==> config.mk <==
export PLATFORM = sky130hd
export DESIGN_NAME = uart_tx_arbiter_flat
export DESIGN_NICKNAME = d
export VERILOG_FILES = /design/src/rtl/uart_pkg.sv /design/src/rtl/uart_tx_arbiter_if.sv /design/src/rtl/uart_tx_arbiter_rr_pick.sv /design/src/rtl/uart_tx_arbiter.sv /design/src/flat_wrapper.sv
export SDC_FILE = /design/constraint.sdc
export NUM_CORES = 1
export LEC_CHECK = 0
export ABC_CLOCK_PERIOD_IN_PS = 2900
export CAP_MARGIN = 10
export CORE_UTILIZATION = 43
export CTS_BUF_LIST = sky130_fd_sc_hd__clkbuf_16
export CTS_CLUSTER_DIAMETER = 200
export CTS_CLUSTER_SIZE = 40
export DETAILED_ROUTE_END_ITERATION = 8
export GPL_TIMING_DRIVEN = 0
export PLACE_DENSITY = 0.78
export REMOVE_ABC_BUFFERS = 1
export SYNTH_ARGS = -nofsm -noshare
export SYNTH_HDL_FRONTEND = slang
export SYNTH_HIERARCHICAL = 1
export SYNTH_SLANG_ARGS = --single-unit
==> constraint.sdc <==
create_clock -name mclk -period 2.9 [get_ports mclk]
set_input_delay 0.435 -clock mclk [delete_from_list [all_inputs] [get_ports mclk]]
set_output_delay 0.435 -clock mclk [all_outputs]
set_load 0.01 [all_outputs]
==> src/rtl/uart_pkg.sv <==
// uart_pkg: state encoding and byte width shared by the uart_tx arbiter files
package uart_pkg;

    localparam int BYTE_W = 8;

    typedef enum logic [1:0] {
        IDLE,
        WAIT_LOW,
        WAIT_HIGH
    } state_t;

endpackage

==> src/rtl/uart_tx_arbiter_if.sv <==
// uart_tx_arbiter_if: requester byte bus plus the uart_tx data/strobe/ready pair
//   req_valid/req_data/req_last : requester i offers byte [8i+7:8i], last marks packet end
//   req_ack                     : one-hot pulse, byte captured
//   tx_data/tx_strobe/tx_ready  : uart_tx transmitter handshake
//   master = requesters and transmitter side, slave = arbiter side
interface uart_tx_arbiter_if #(
    parameter int NREQ = 4
) ();
    import uart_pkg::*;

    logic [NREQ-1:0]        req_valid;
    logic [BYTE_W*NREQ-1:0] req_data;
    logic [NREQ-1:0]        req_last;
    logic [NREQ-1:0]        req_ack;
    logic [BYTE_W-1:0]      tx_data;
    logic                   tx_strobe;
    logic                   tx_ready;

    modport master (
        output req_valid, req_data, req_last, tx_ready,
        input  req_ack, tx_data, tx_strobe
    );

    modport slave (
        input  req_valid, req_data, req_last, tx_ready,
        output req_ack, tx_data, tx_strobe
    );

endinterface

==> src/rtl/uart_tx_arbiter_rr_pick.sv <==
// rr_pick: combinational round-robin picker
//   mask  : candidate requesters
//   ptr   : last winner; search starts at ptr+1 and wraps, visiting ptr itself last
//   idx   : first set mask bit in that order
//   found : any mask bit set
module rr_pick #(
    parameter  int N = 4,
    localparam int W = $clog2(N)
) (
    input  logic [N-1:0] mask,
    input  logic [W-1:0] ptr,
    output logic [W-1:0] idx,
    output logic         found
);

    logic [W-1:0] j;

    // Walk the search order backwards so the nearest candidate after ptr is written last.
    always_comb begin
        idx   = '0;
        found = 1'b0;
        j     = '0;
        for (int k = N; k >= 1; k--) begin
            j = W'((int'(ptr) + k) % N);
            if (mask[j]) begin
                idx   = j;
                found = 1'b1;
            end
        end
    end

endmodule

==> src/rtl/uart_tx_arbiter.sv <==
// uart_tx_arbiter: shares one uart_tx between NREQ requesters, round-robin with packet locking
//   mclk, reset_n : clock, asynchronous active-low reset
//   bus           : requester byte bus and uart_tx handshake (slave side)
//   grant_id      : last/current owner
//   locked        : packet lock held by grant_id
//   busy          : a byte is in flight through the strobe / ready-low / ready-high handshake
module uart_tx_arbiter
    import uart_pkg::*;
#(
    parameter  int NREQ         = 4,
    parameter  int LOCK_TIMEOUT = 65535,
    parameter  int WAIT_LOW_MAX = 3,
    localparam int GW           = $clog2(NREQ),
    localparam int LW           = $clog2(LOCK_TIMEOUT + 1),
    localparam int WW           = $clog2(WAIT_LOW_MAX + 1)
) (
    input  logic                mclk,
    input  logic                reset_n,
    uart_tx_arbiter_if.slave    bus,
    output logic [GW-1:0]       grant_id,
    output logic                locked,
    output logic                busy
);

    state_t            state;
    logic [LW-1:0]     lock_cnt;
    logic [WW-1:0]     wl_cnt;
    logic [NREQ-1:0]   mask;
    logic [GW-1:0]     pick;
    logic              found;
    logic [BYTE_W-1:0] sel_data;

    // While locked only the owner competes; the wrap search then lands on it.
    assign mask = locked ? (bus.req_valid & (NREQ'(1) << grant_id)) : bus.req_valid;
    assign busy = state != IDLE;

    rr_pick #(.N(NREQ)) u_pick (
        .mask  (mask),
        .ptr   (grant_id),
        .idx   (pick),
        .found (found)
    );

    always_comb begin
        sel_data = '0;
        for (int i = 0; i < NREQ; i++)
            if (pick == GW'(i)) sel_data = bus.req_data[i*BYTE_W +: BYTE_W];
    end

    always_ff @(posedge mclk or negedge reset_n) begin
        if (!reset_n) begin
            state         <= IDLE;
            bus.tx_strobe <= 1'b0;
            bus.tx_data   <= '0;
            bus.req_ack   <= '0;
            grant_id      <= GW'(NREQ - 1);
            locked        <= 1'b0;
            lock_cnt      <= '0;
            wl_cnt        <= '0;
        end else begin
            case (state)
                IDLE: begin
                    if (bus.tx_ready && found) begin
                        bus.tx_data   <= sel_data;
                        bus.tx_strobe <= 1'b1;
                        bus.req_ack   <= NREQ'(1) << pick;
                        grant_id      <= pick;
                        locked        <= !bus.req_last[pick];
                        lock_cnt      <= '0;
                        state         <= WAIT_LOW;
                    end else if (locked && !bus.req_valid[grant_id]) begin
                        // Owner went quiet: give up the lock after LOCK_TIMEOUT idle cycles.
                        if (lock_cnt == LW'(LOCK_TIMEOUT - 1)) begin
                            locked   <= 1'b0;
                            lock_cnt <= '0;
                        end else begin
                            lock_cnt <= lock_cnt + 1'b1;
                        end
                    end
                end
                WAIT_LOW: begin
                    bus.tx_strobe <= 1'b0;
                    bus.req_ack   <= '0;
                    // A transmitter that never drops ready must not stall the arbiter.
                    if (!bus.tx_ready || wl_cnt == WW'(WAIT_LOW_MAX - 1)) begin
                        wl_cnt <= '0;
                        state  <= WAIT_HIGH;
                    end else begin
                        wl_cnt <= wl_cnt + 1'b1;
                    end
                end
                WAIT_HIGH: begin
                    if (bus.tx_ready) state <= IDLE;
                end
                default: state <= IDLE;
            endcase
        end
    end

endmodule

==> src/flat_wrapper.sv <==
// flat-port wrapper written by rule: the top's interface ports become plain ports
module uart_tx_arbiter_flat import uart_pkg::*;
#(
    parameter  int NREQ         = 4,
    parameter  int LOCK_TIMEOUT = 65535,
    parameter  int WAIT_LOW_MAX = 3,
    localparam int GW           = $clog2(NREQ),
    localparam int LW           = $clog2(LOCK_TIMEOUT + 1),
    localparam int WW           = $clog2(WAIT_LOW_MAX + 1)
)
  (mclk, reset_n, grant_id, locked, busy, bus_req_valid, bus_req_data, bus_req_last, bus_tx_ready, bus_req_ack, bus_tx_data, bus_tx_strobe);
  uart_tx_arbiter_if #(.NREQ(NREQ)) bus_i ();
  input  logic mclk;
  input  logic reset_n;
  output logic [GW-1:0] grant_id;
  output logic locked;
  output logic busy;
  input wire logic [$bits(bus_i.req_valid)-1:0] bus_req_valid;
  input wire logic [$bits(bus_i.req_data)-1:0] bus_req_data;
  input wire logic [$bits(bus_i.req_last)-1:0] bus_req_last;
  input wire logic [$bits(bus_i.tx_ready)-1:0] bus_tx_ready;
  output wire logic [$bits(bus_i.req_ack)-1:0] bus_req_ack;
  output wire logic [$bits(bus_i.tx_data)-1:0] bus_tx_data;
  output wire logic [$bits(bus_i.tx_strobe)-1:0] bus_tx_strobe;
  assign bus_i.req_valid = bus_req_valid;
  assign bus_i.req_data = bus_req_data;
  assign bus_i.req_last = bus_req_last;
  assign bus_i.tx_ready = bus_tx_ready;
  assign bus_req_ack = bus_i.req_ack;
  assign bus_tx_data = bus_i.tx_data;
  assign bus_tx_strobe = bus_i.tx_strobe;
  uart_tx_arbiter #(.NREQ(NREQ), .LOCK_TIMEOUT(LOCK_TIMEOUT), .WAIT_LOW_MAX(WAIT_LOW_MAX)) u_core (.mclk(mclk), .reset_n(reset_n), .bus(bus_i), .grant_id(grant_id), .locked(locked), .busy(busy));
endmodule
### After elaboration in Yosys (flattened, before gate mapping)

Cells that the tools add are included.
Widths: inputs -> output; s select.

* output and inout bits: 17
* word-level logic and storage cells: 90
* register bits after elaboration: 36
* bits of input ports: 43

* bitwise gates (word level): 1
* multiplexer cells: 40
* equality and inequality tests: 10
* $lt $le $gt $ge: 6
* add/subtract/negate cells: 6
* shift operators: 2
* reduce and logical (&&, ||, !) cells: 17

Operators with widths (count)
* $mux 16: 3
* $mux 8: 4
* $lt 2x3->1 const B: 6
* $add 16x1->16 const B: 1
* $eq 16x16->1 const B: 1
* $mux 2: 8
* $mux 1: 14
* $bmux 1 s2: 6
* $eq 2x2->1 const B: 4
* $mux 4: 2
* $pmux 4 s2: 1
* $reduce_bool 2->1: 4
* $shl 1x2->4 const A: 2
* $add 2x1->2 const B: 3
* $pmux 2 s3: 1
* $reduce_and 2->1: 3
* $reduce_and 3->1: 2
* $add 2x2->2 const B: 2
* $and 4x4->4: 1
* $eq 2x1->1 const B: 2
* $logic_not 2->1: 2
* $ne 2x1->1 const B: 2
* $logic_not 1->1: 3
* $logic_and 1x1->1: 2
* other kinds (3): 3

### Logic depth before layout (Yosys ltp)

Gate-level depths: netlist of run 1.

* depth after elaboration: 14
* gate-level depth with buffers: 10

### By module

Netlist of run 1, hierarchy kept.

Modules (own cells, without submodules)
* uart_tx_arbiter: seq. area each 903.4 sq um, area an instance 2054.5 sq um, instances 1, cells each 216
* rr_pick: seq. area each 0.0 sq um, area an instance 91.3 sq um, instances 1, cells each 14

### Worst setup path before layout of run 1

No wires, ideal clock.

* path type: reg-to-reg
* from: reg u_core.grant_id[1]
* to: reg u_core.bus.tx_data[0]
* data arrival time: 2.742 ns
* stages on the path, launching flop included: 11
* path slack: 0.041 ns
* setup time: 0.117 ns
* data required time: 2.783 ns
* buffers on the path: 2
* cell sequence: dfstp_2 -> nand2_1 -> a21boi_0 -> and2b_1 -> a21oi_2 -> o221ai_2 -> clkbuf_1 -> buf_1 -> mux4_2 -> nand2_1 -> nand2_1

* longest elaborated chain between the ends: 14

Ends and longest elaborated chain
* start, declared: line uart_tx_arbiter.sv:20 `output logic [GW-1:0] grant_id,`
* start signal, assigned: line uart_tx_arbiter.sv:56 `grant_id <= GW'(NREQ - 1);`
* start signal, assigned: line uart_tx_arbiter.sv:67 `grant_id <= pick;`
* $shl 1x2->4 *: line uart_tx_arbiter.sv:34 `assign mask = locked ? (bus.req_valid & (NREQ'(1) << grant_id)) : bus.req_valid;`
* $and 4x4->4 *: line uart_tx_arbiter.sv:34
* $mux 4 *: line uart_tx_arbiter.sv:34
* via u_core.mask[3]: line uart_tx_arbiter.sv:28 `logic [NREQ-1:0] mask;`
* $bmux 1 s2: line uart_tx_arbiter_rr_pick.sv:25 `if (mask[j]) begin`
* $mux 1 (not written as such): line uart_tx_arbiter_rr_pick.sv:25
* $mux 2 (3 in a row): line uart_tx_arbiter_rr_pick.sv:25
* $mux 2 *: line uart_tx_arbiter_rr_pick.sv:25
* via u_core.pick[0]: line uart_tx_arbiter.sv:29 `logic [GW-1:0] pick;`
* $logic_not 2->1: line uart_tx_arbiter.sv:47 `if (pick == GW'(i)) sel_data = bus.req_data[i*BYTE_W +: BYTE_W];`
* $mux 8 (3 in a row): line uart_tx_arbiter.sv:47
* $mux 8 *: line uart_tx_arbiter.sv:47
* end signal, assigned: line uart_tx_arbiter.sv:64 `bus.tx_data <= sel_data;`
* end, declared: line uart_tx_arbiter_if.sv:26 `output req_ack, tx_data, tx_strobe`

The timed path passes the listed nets; every way through them passes the cells marked *. The select of a mux whose other input is x is not followed.
A chain may end at the register's enable or synchronous reset.

### Worst setup path after layout of run 1

* from: reg u_core.grant_id[0]
* to: reg u_core.locked

RTL lines
* $shl 1x2->4 *: line uart_tx_arbiter.sv:34
* $and 4x4->4 *: line uart_tx_arbiter.sv:34
* $mux 4 *: line uart_tx_arbiter.sv:34
* via u_core.mask[2]: line uart_tx_arbiter.sv:28
* $bmux 1 s2: line uart_tx_arbiter_rr_pick.sv:25
* $mux 1 (not written as such): line uart_tx_arbiter_rr_pick.sv:25
* $mux 1 (3 in a row): line uart_tx_arbiter_rr_pick.sv:25
* $mux 1 *: line uart_tx_arbiter_rr_pick.sv:25
* via u_core.found: line uart_tx_arbiter.sv:30 `logic found;`
* $logic_and 1x1->1 *: line uart_tx_arbiter.sv:63 `if (bus.tx_ready && found) begin`
* $reduce_bool 2->1 (no line)
* $reduce_and 3->1 (no line)
* end signal, assigned: line uart_tx_arbiter.sv:68 `locked <= !bus.req_last[pick];`
* end, declared: line uart_tx_arbiter.sv:21 `output logic locked,`

Marked as above.

==> qor.yml, run 1 <==
sta:
  maxSlewViolCount: 0
  finalSetupTns_ps: 0
  slew_headroom: 0.447
  post-route-period-util: 0.922
  hold_viol_final: 0
  tightest_slew_ps: 827
  fmax_ghz: 0.374
  finalSetupViolations: 0
  hold_slack_ps: 250
  rsz0062_at_grt: "false"
  fin_worst_skew_ps: 1.77
  fin_crit_ps: 2670
routing:
  postRouteAntennaNets: 0
  dr.pass1.iters: 4
  detail_route.wirelength_um: 5140
  avgViaCountPerCell: 5.49
  drtIter0Drc: 111
  vias: 1944
  drc: 0
  wl_per_cell_um: 14.5
final_layout:
  layout-drive-gt1-share: 0.122
  fin_nets: 332
  syn2layout_area_growth_pct: 37.4
  fin_util: 0.620
  final_cells: 354
  diodes: 0
  final_cell_mix: "clkdlybuf4s50_1 (58), nand2_1 (58), dfrtp_1 (34)"
critical_path:
  reg2reg_to: "u_core/locked"
  worstSetupPathType: "flop to flop"
  path_max_fanout: 14
  reg2reg_from: "u_core/grant_id[0]"
  r2r_cells: 9
  crit_family: "simple AND/OR/NAND/NOR gates"
  slowest_delay_ps: 660
  end_kind: "flop"
  worstSetupStartpointType: "flop"
  crit_chain: "nand2b_1 -> a21boi_0 -> nor2_1 -> nand2_1 -> nand2_1 -> nor2_4 -> nor2_1 -> o21ai_0 -> o21ai_0"
  crit_path_top_delay_cell: "nor2_1"
  path_buf_inv: 0
  ff2ff_setup_slack_ps: 230
  arrival_ps: 2870
  worstPathRequired_ps: 3100
global_route:
  grt_first_pass_wirelength_um: 8400
  grt_start_max_net_pins: 37
  grt-ovfl-total: 0
  first_global_vias: 1798
  antenna_found_initial: 0
  grt_usage: 0.212
synthesis:
  synth_top_area_frac: 0.397
  synth_ff_type: "dfrtp_1"
  yosysTopAreaCell: "dfrtp_1"
  synth_area_leaders: "dfrtp_1 (40%), mux4_2 (10%), nand2_1 (10%)"
  netlist_instances: 230
  yosysWarnings: 6
  syn_avg_cell_area_um2: 9.33
  async_flop_share: 1.00
  synth.distinct_cells: 48
  syn_area_um2: 2150
  ys_seq_elements: 36
  ys_seq_area_frac: 0.421
  synth_edf_count: 0
outcome:
  status: "finished clean"
clock_network:
  cts_sinks: 36
  htreeDepth: 2
  cts_hold_buffers: 0
  clk_path_buf_depth: 2
  root_buffer: "clkbuf_16"
  cts_tree: "yes"
  path_clk_slew_ps: 50
  clk_latency_ps: 280
  cts_buffers: 5
floorplanning:
  die_w_um: 72.6
  placementRows: 25
  core_um2: 4750
  fp.dieH_um: 72.6
  num_io_pins: 60
  initial_utilization: 0.451
  dieArea_um2: 5280
placement:
  gp_congestion: 0.798
  hpwl_um: 3630
  dp_cells: 345
  portBuffers: 59
worst_hold_path:
  min_path_type: "input port to asynchronous set/reset pin"
power:
  ir_drop_v: 0.000562
  powerDensity_nw_per_um2: 905
  cellLeakagePower_uw: 0.00121
flow_run:
  cap_violations: 0
cell families after synthesis:
kind of cell | after synthesis | share of synthesized area
simple gates | 120 | 0.276
mux | 11 | 0.110
buf+inv | 18 | 0.0338
compound gates | 42 | 0.142
fa+ha+maj | 3 | 0.0175
flops | 36 | 0.421
worst register-to-register path: stages, from the launching register on:
cell,delay [ps]
dfstp_2,650
nand2b_1,130
a21boi_0,140
nor2_1,250
nand2_1,80
nand2_1,230
nor2_4,130
nor2_1,670
o21ai_0,210
o21ai_0,110
registers in the layout (all words and copies together) (netlist names):
name and count:
u_core/grant_id 2, u_core/locked 1, u_core/lock_cnt 16, u_core/state 2, u_core/bus.req_ack 4, u_core/wl_cnt 2, u_core/bus.tx_strobe 1, u_core/bus.tx_data 8
worst max-delay path by stage:
| stage | start | to | cells past startpoint |
|---|---|---|---|
| after CTS | u_core/grant_id[1] | u_core/locked | 9 |
| after global routing | u_core/grant_id[0] | u_core/locked | 9 |
| after floorplan | u_core/grant_id[1] | u_core/bus.tx_data[0] | 8 |
| final | u_core/grant_id[0] | u_core/locked | 9 |
| after global placement | bus_req_valid[1] | u_core/locked | 9 |
| after detailed placement | bus_req_valid[1] | u_core/locked | 9 |
layout make-up:
type | instances | area, µm²
Fill cell | 420 | 1810
Multi-Input combinational cell | 176 | 1190
Sequential cell | 36 | 903
Timing Repair Buffer | 60 | 606
Clock buffer | 5 | 125
Tap cell | 67 | 83.8
Inverter | 7 | 26.3
Clock inverter | 3 | 11.3
cells in the mapped netlist, types with 2 or more instances:
cell type / number
nand2_1: 58
dfrtp_1: 34
nand3_1: 15
o21ai_0: 14
mux4_2: 10
nor2_1: 10
clkbuf_1: 7
inv_1: 7
nand2b_1: 6
nor3_1: 5
o311ai_0: 5
a21oi_1: 4
nand4_1: 4
a21boi_0: 3
a22o_1: 3
ha_1: 3
nand3b_1: 3
a21o_1: 2
buf_1: 2
dfstp_2: 2
nor4_1: 2
o31ai_1: 2
or2_2: 2
or3_1: 2
or3_2: 2
stage by stage:
| stage | area [µm²] | power (µW) | setup WS [ps] |
|---|---|---|---|
| 2_1_floorplan | 2100 | 1590 | 244 |
| 3_3_place_gp | 2770 | 2050 | -400 |
| 3_5_place_dp | 2770 | 2080 | -478 |
| 4_1_cts | 2920 | 2620 | 81.4 |
| 5_1_grt | 2950 | 2860 | 32.4 |
| 6_report | 2950 | 2670 | 225 |
routing by layer:
metal	global-route usage	wire [µm]	up-vias
met1	0.265	2180	932
met3	0.0953	480	4
li1	-	-	936
met2	0.342	2440	72
met5	0	0	-
met4	0.0392	40	0
where the power goes:
group / internal (µW) / switching [µW]
registers: 667 / 157
logic: 671 / 671
clock network: 309 / 193
what timing repair did:
action	in CTS	in global routing
resized for setup	3	3
pin swaps	0	1
endpoints found under the setup margin	19	19
endpoints found under the hold margin	0	0
setup buffers	0	1
gates cloned	0	0
Power figures use the tool's default switching activity.
==> run 2: changes to the inputs <==
Settings changed: GPL_TIMING_DRIVEN 0 to 1, RECOVER_POWER from default to 25.
==> qor.yml, run 2 (synthesized netlist as in run 1, its figures left out) <==
final_layout:
  diodes: 0
  top_register: "u_core/lock_cnt"
  largest_reg_flops: 16
  fin_util: 0.627
  final_cell_mix: "clkdlybuf4s50_1 (58), nand2_1 (58), dfrtp_1 (34)"
  layout-drive-gt1-share: 0.127
  reg.largest.list: "u_core/lock_cnt x16, u_core/bus.tx_data x8, u_core/bus.req_ack x4"
  final_cell_area_um2: 2980
  fin_nets: 336
  syn2layout_area_growth_pct: 38.9
  fill_cells: 414
placement:
  place_area_um2: 2820
  gp_congestion: 0.850
  pre_cts_slack_ps: 150
  portBuffers: 59
  hpwl_um: 3890
sta:
  tightest_slew_ps: 1940
  maxSlewViolCount: 37
  fin_worst_skew_ps: 4.86
  hold_viol_final: 0
  hold_slack_ps: 477
  fin_crit_ps: 2550
  post-route-period-util: 0.878
  rsz0062_at_grt: "false"
  finalSetupViolations: 0
  fmax_ghz: 0.393
  slew_headroom: -0.293
  fin_ws_ps: 354
  finalSetupTns_ps: 0
floorplanning:
  core_um2: 4750
  fp.dieH_um: 72.6
  initial_utilization: 0.451
  die_w_um: 72.6
  placementRows: 25
  num_io_pins: 60
  dieArea_um2: 5280
global_route:
  grt_start_max_net_pins: 37
  grt_first_pass_wirelength_um: 9140
  grt-ovfl-total: 0
  grt_usage: 0.228
  antenna_found_initial: 0
  first_global_vias: 2042
clock_network:
  cts_sinks: 36
  cts_resized: 0
  clk_path_buf_depth: 2
  cts_hold_buffers: 0
  path_clk_slew_ps: 60
  htreeDepth: 2
  postCtsSetupBuffers: 0
  cts_tree: "yes"
  root_buffer: "clkbuf_16"
  clk_latency_ps: 280
  cts_buffers: 5
routing:
  drc: 0
  avgViaCountPerCell: 5.56
  postRouteAntennaNets: 0
  drtIter0Drc: 94
  wl_per_cell_um: 15.0
  detail_route.wirelength_um: 5360
  dr.pass1.iters: 4
  vias: 1990
critical_path:
  end_kind: "flop"
  worstSetupPathType: "flop to flop"
  arrival_ps: 2710
  worstSetupStartpointType: "flop"
  path_max_fanout: 14
  worstPathRequired_ps: 3070
outcome:
  failed_checks: "max-capacitance violations, max-slew violations"
  status: "complete, but fails checks"
worst_hold_path:
  min_path_type: "flop to flop"
power:
  cellLeakagePower_uw: 0.00122
  ir_drop_v: 0.000653
  powerDensity_nw_per_um2: 925
flow_run:
  cap_violations: 1
run 2: final cells by class:
class / count / area [µm²] / share of cell area
Tap cell: 67 / 83.8 / 0.0281
Timing Repair Buffer: 64 / 634 / 0.213
Clock inverter: 3 / 37.5 / 0.0126
Clock buffer: 5 / 125 / 0.0420
Inverter: 7 / 26.3 / 0.00882
Sequential cell: 36 / 903 / 0.303
Multi-Input combinational cell: 176 / 1170 / 0.393
run 2: worst paths after layout:
check	startpoint	end	slack (ps)	cells after the start
setup / recovery	u_core/grant_id[1]	u_core/bus.tx_data[5]	350	9
hold / removal	u_core/bus.tx_data[1]	u_core/bus.tx_data[1]	480	2
setup reg to reg	u_core/grant_id[1]	u_core/bus.tx_data[5]	350	9
hold reg to reg	u_core/bus.tx_data[1]	u_core/bus.tx_data[1]	480	2
max in group asynchronous	reset_n	u_core/lock_cnt[14]	1090	1
min in group asynchronous	reset_n	u_core/lock_cnt[8]	700	1
run 2: metal layers:
layer | wire length, µm | up-vias | GRT usage
met5 | 0 | - | 0
li1 | - | 942 | -
met3 | 419 | 5 | 0.0663
met4 | 55 | 0 | 0.0850
met1 | 2140 | 972 | 0.259
met2 | 2740 | 71 | 0.405
run 2: power by group:
part | internal, µW | leakage, µW | switching, µW
Clock | 399 | 0.0000789 | 197
Sequential | 667 | 0.000470 | 155
Combinational | 685 | 0.000676 | 654
Total | 1750 | 0.00122 | 1010
run 2: metrics by stage:
step	instances	total power, µW
6_report	358	2760
5_1_grt	358	2960
4_1_cts	358	2780
3_5_place_dp	350	2180
3_3_place_gp	350	2130
2_1_floorplan	219	1590
run 2: critical path, cell delays in order, from the launching register on:
cell and delay, ps:
dfstp_2 650, nand2_1 80, a21boi_0 360, and2b_1 220, a21oi_2 50, o221ai_2 240, buf_12 190, mux4_2 490
nand2_1 90, nand2_1 50
==> run 3: changes to the inputs <==
Settings changed: CORE_ASPECT_RATIO from default to 2.
==> qor.yml, run 3 (synthesized netlist as in run 1, its figures left out) <==
critical_path:
  r2r_cells: 8
  worstSetupStartpointType: "flop"
  ff2ff_setup_slack_ps: 310
  path_max_fanout: 13
  reg2reg_from: "u_core/grant_id[1]"
  worstSetupPathType: "flop to flop"
  worstPathRequired_ps: 3080
  arrival_ps: 2760
  end_kind: "flop"
  reg2reg_to: "u_core/bus.tx_data[2]"
power:
  p_seq_frac: 0.305
  clockPowerShare: 0.193
  switching_share: 0.379
  p_int_uw: 1660
  pwr-share-comb: 0.502
  ir_drop_v: 0.000499
  powerDensity_nw_per_um2: 898
  power.switching_uw: 1010
  power.total_uw: 2680
  cellLeakagePower_uw: 0.00124
final_layout:
  top_register: "u_core/lock_cnt"
  final_cell_area_um2: 2980
  diodes: 0
  final_cell_mix: "clkdlybuf4s50_1 (58), nand2_1 (58), dfrtp_1 (34)"
  syn2layout_area_growth_pct: 38.9
  layout-drive-gt1-share: 0.139
  reg.largest.list: "u_core/lock_cnt x16, u_core/bus.tx_data x8, u_core/bus.req_ack x4"
  largest_reg_flops: 16
  fin_nets: 340
floorplanning:
  die_w_um: 52.0
  num_io_pins: 60
  core_um2: 4820
  dieArea_um2: 5290
  fp.dieH_um: 102
  initial_utilization: 0.445
  placementRows: 36
flow_run:
  cap_violations: 1
clock_network:
  cts_hold_buffers: 0
  cts_tree: "yes"
  clk_latency_ps: 280
  cts_sinks: 36
  htreeDepth: 2
  path_clk_slew_ps: 60
  cts_buffers: 5
  root_buffer: "clkbuf_16"
  clk_path_buf_depth: 2
routing:
  avgViaCountPerCell: 5.72
  vias: 2013
  detail_route.wirelength_um: 5400
  drtIter0Drc: 62
  postRouteAntennaNets: 0
  dr.pass1.iters: 4
  drc: 0
  wl_per_cell_um: 15.3
placement:
  portBuffers: 59
  place_area_um2: 2830
  pre_cts_slack_ps: -145
  hpwl_um: 4100
  gp_congestion: 0.890
sta:
  slew_headroom: -0.294
  post-route-period-util: 0.892
  hold_viol_final: 0
  maxSlewViolCount: 37
  tightest_slew_ps: 1940
  fin_ws_ps: 314
  rsz0062_at_grt: "false"
  fin_worst_skew_ps: 5.83
  fin_crit_ps: 2590
  fmax_ghz: 0.387
  finalSetupViolations: 0
worst_hold_path:
  min_from: "u_core/bus.tx_strobe"
  worst_hold_path.endpoint: "u_core/bus.tx_strobe"
  holdPathStages: 2
  min_path_type: "flop to flop"
global_route:
  grt_usage: 0.233
  grt_start_max_net_pins: 37
  first_global_vias: 2113
  antenna_found_initial: 0
  grt-ovfl-total: 0
  grt_first_pass_wirelength_um: 9040
outcome:
  status: "complete, but fails checks"
  failed_checks: "max-capacitance violations, max-slew violations"
==> run 3: cell types whose count changed in the layout (fill, tap and decap cells not counted) <==
| cell | change |
|---|---|
| buf_4 | +4 |
| dlygate4sd3_1 | +1 |
| o221ai_4 | +1 |
| nor2_1 | -1 |
| clkinv_1 | -2 |
| clkinv_4 | +1 |
| inv_1 | +2 |
| buf_12 | -1 |
| nor2_2 | +1 |
| bufinv_16 | -1 |
| o221ai_2 | -1 |
==> run 3: stage by stage <==
stage | setup TNS (ps) | cells | hold WS (ps) | utilization
after floorplan | 0 | 219 | 139 | -
after global placement | -654 | 344 | 460 | 0.587
after detailed placement | -1140 | 344 | 463 | 0.587
after CTS | 0 | 352 | 477 | 0.616
after global routing | 0 | 352 | 513 | 0.618
final | 0 | 352 | 469 | 0.618
==> run 3: how the worst max path moves through the flow <==
stage	start	end	slack (ps)	cells past startpoint
2_1_floorplan	u_core/grant_id[1]	u_core/bus.tx_data[0]	240	8
3_3_place_gp	bus_req_valid[3]	u_core/bus.tx_data[4]	-80	8
3_5_place_dp	bus_req_valid[3]	u_core/bus.tx_data[0]	-150	8
4_1_cts	u_core/grant_id[1]	u_core/bus.tx_data[1]	60	8
5_1_grt	reset_n	u_core/lock_cnt[15]	50	2
6_report	u_core/grant_id[1]	u_core/bus.tx_data[2]	310	8
==> run 3: layer usage <==
metal	part of all wire	GRT usage
met1	0.34	0.207
met2	0.59	0.453
met3	0.046	0.0521
met4	0.024	0.125
met5	0	0
==> run 3: power by group through the flow <==
stage                     registers, µW  logic, µW  clock network (µW)
final                               815       1340                 516
after global routing                843       1480                 540
after CTS                           814       1340                 525
after detailed placement            818       1330                   0
after global placement              814       1290                   0
after floorplan                     843        743                   0
==> run 3: critical path: stages, from the launching register on <==
cell and delay [ps]:
dfstp_2 660, nand2_1 70, a21boi_0 230, buf_4 160, mux2i_1 110, o221ai_4 530, mux4_2 580, nand2_1 90
nand2_1 50
==> run 3: repair_timing <==
item	in CTS	in global routing
endpoints found under the setup margin	0	9
buffers inserted	0	0
resized for setup	0	2
==> run 3: cell type report <==
type / count / area [µm²]
clock buffers: 5 / 125
clock inverters: 3 / 16.3
fillers: 391 / 1840
inverters: 7 / 26.3
multi-input cells: 176 / 1180
flip-flops and latches: 36 / 903
well taps: 57 / 71.3
repair buffers: 68 / 654
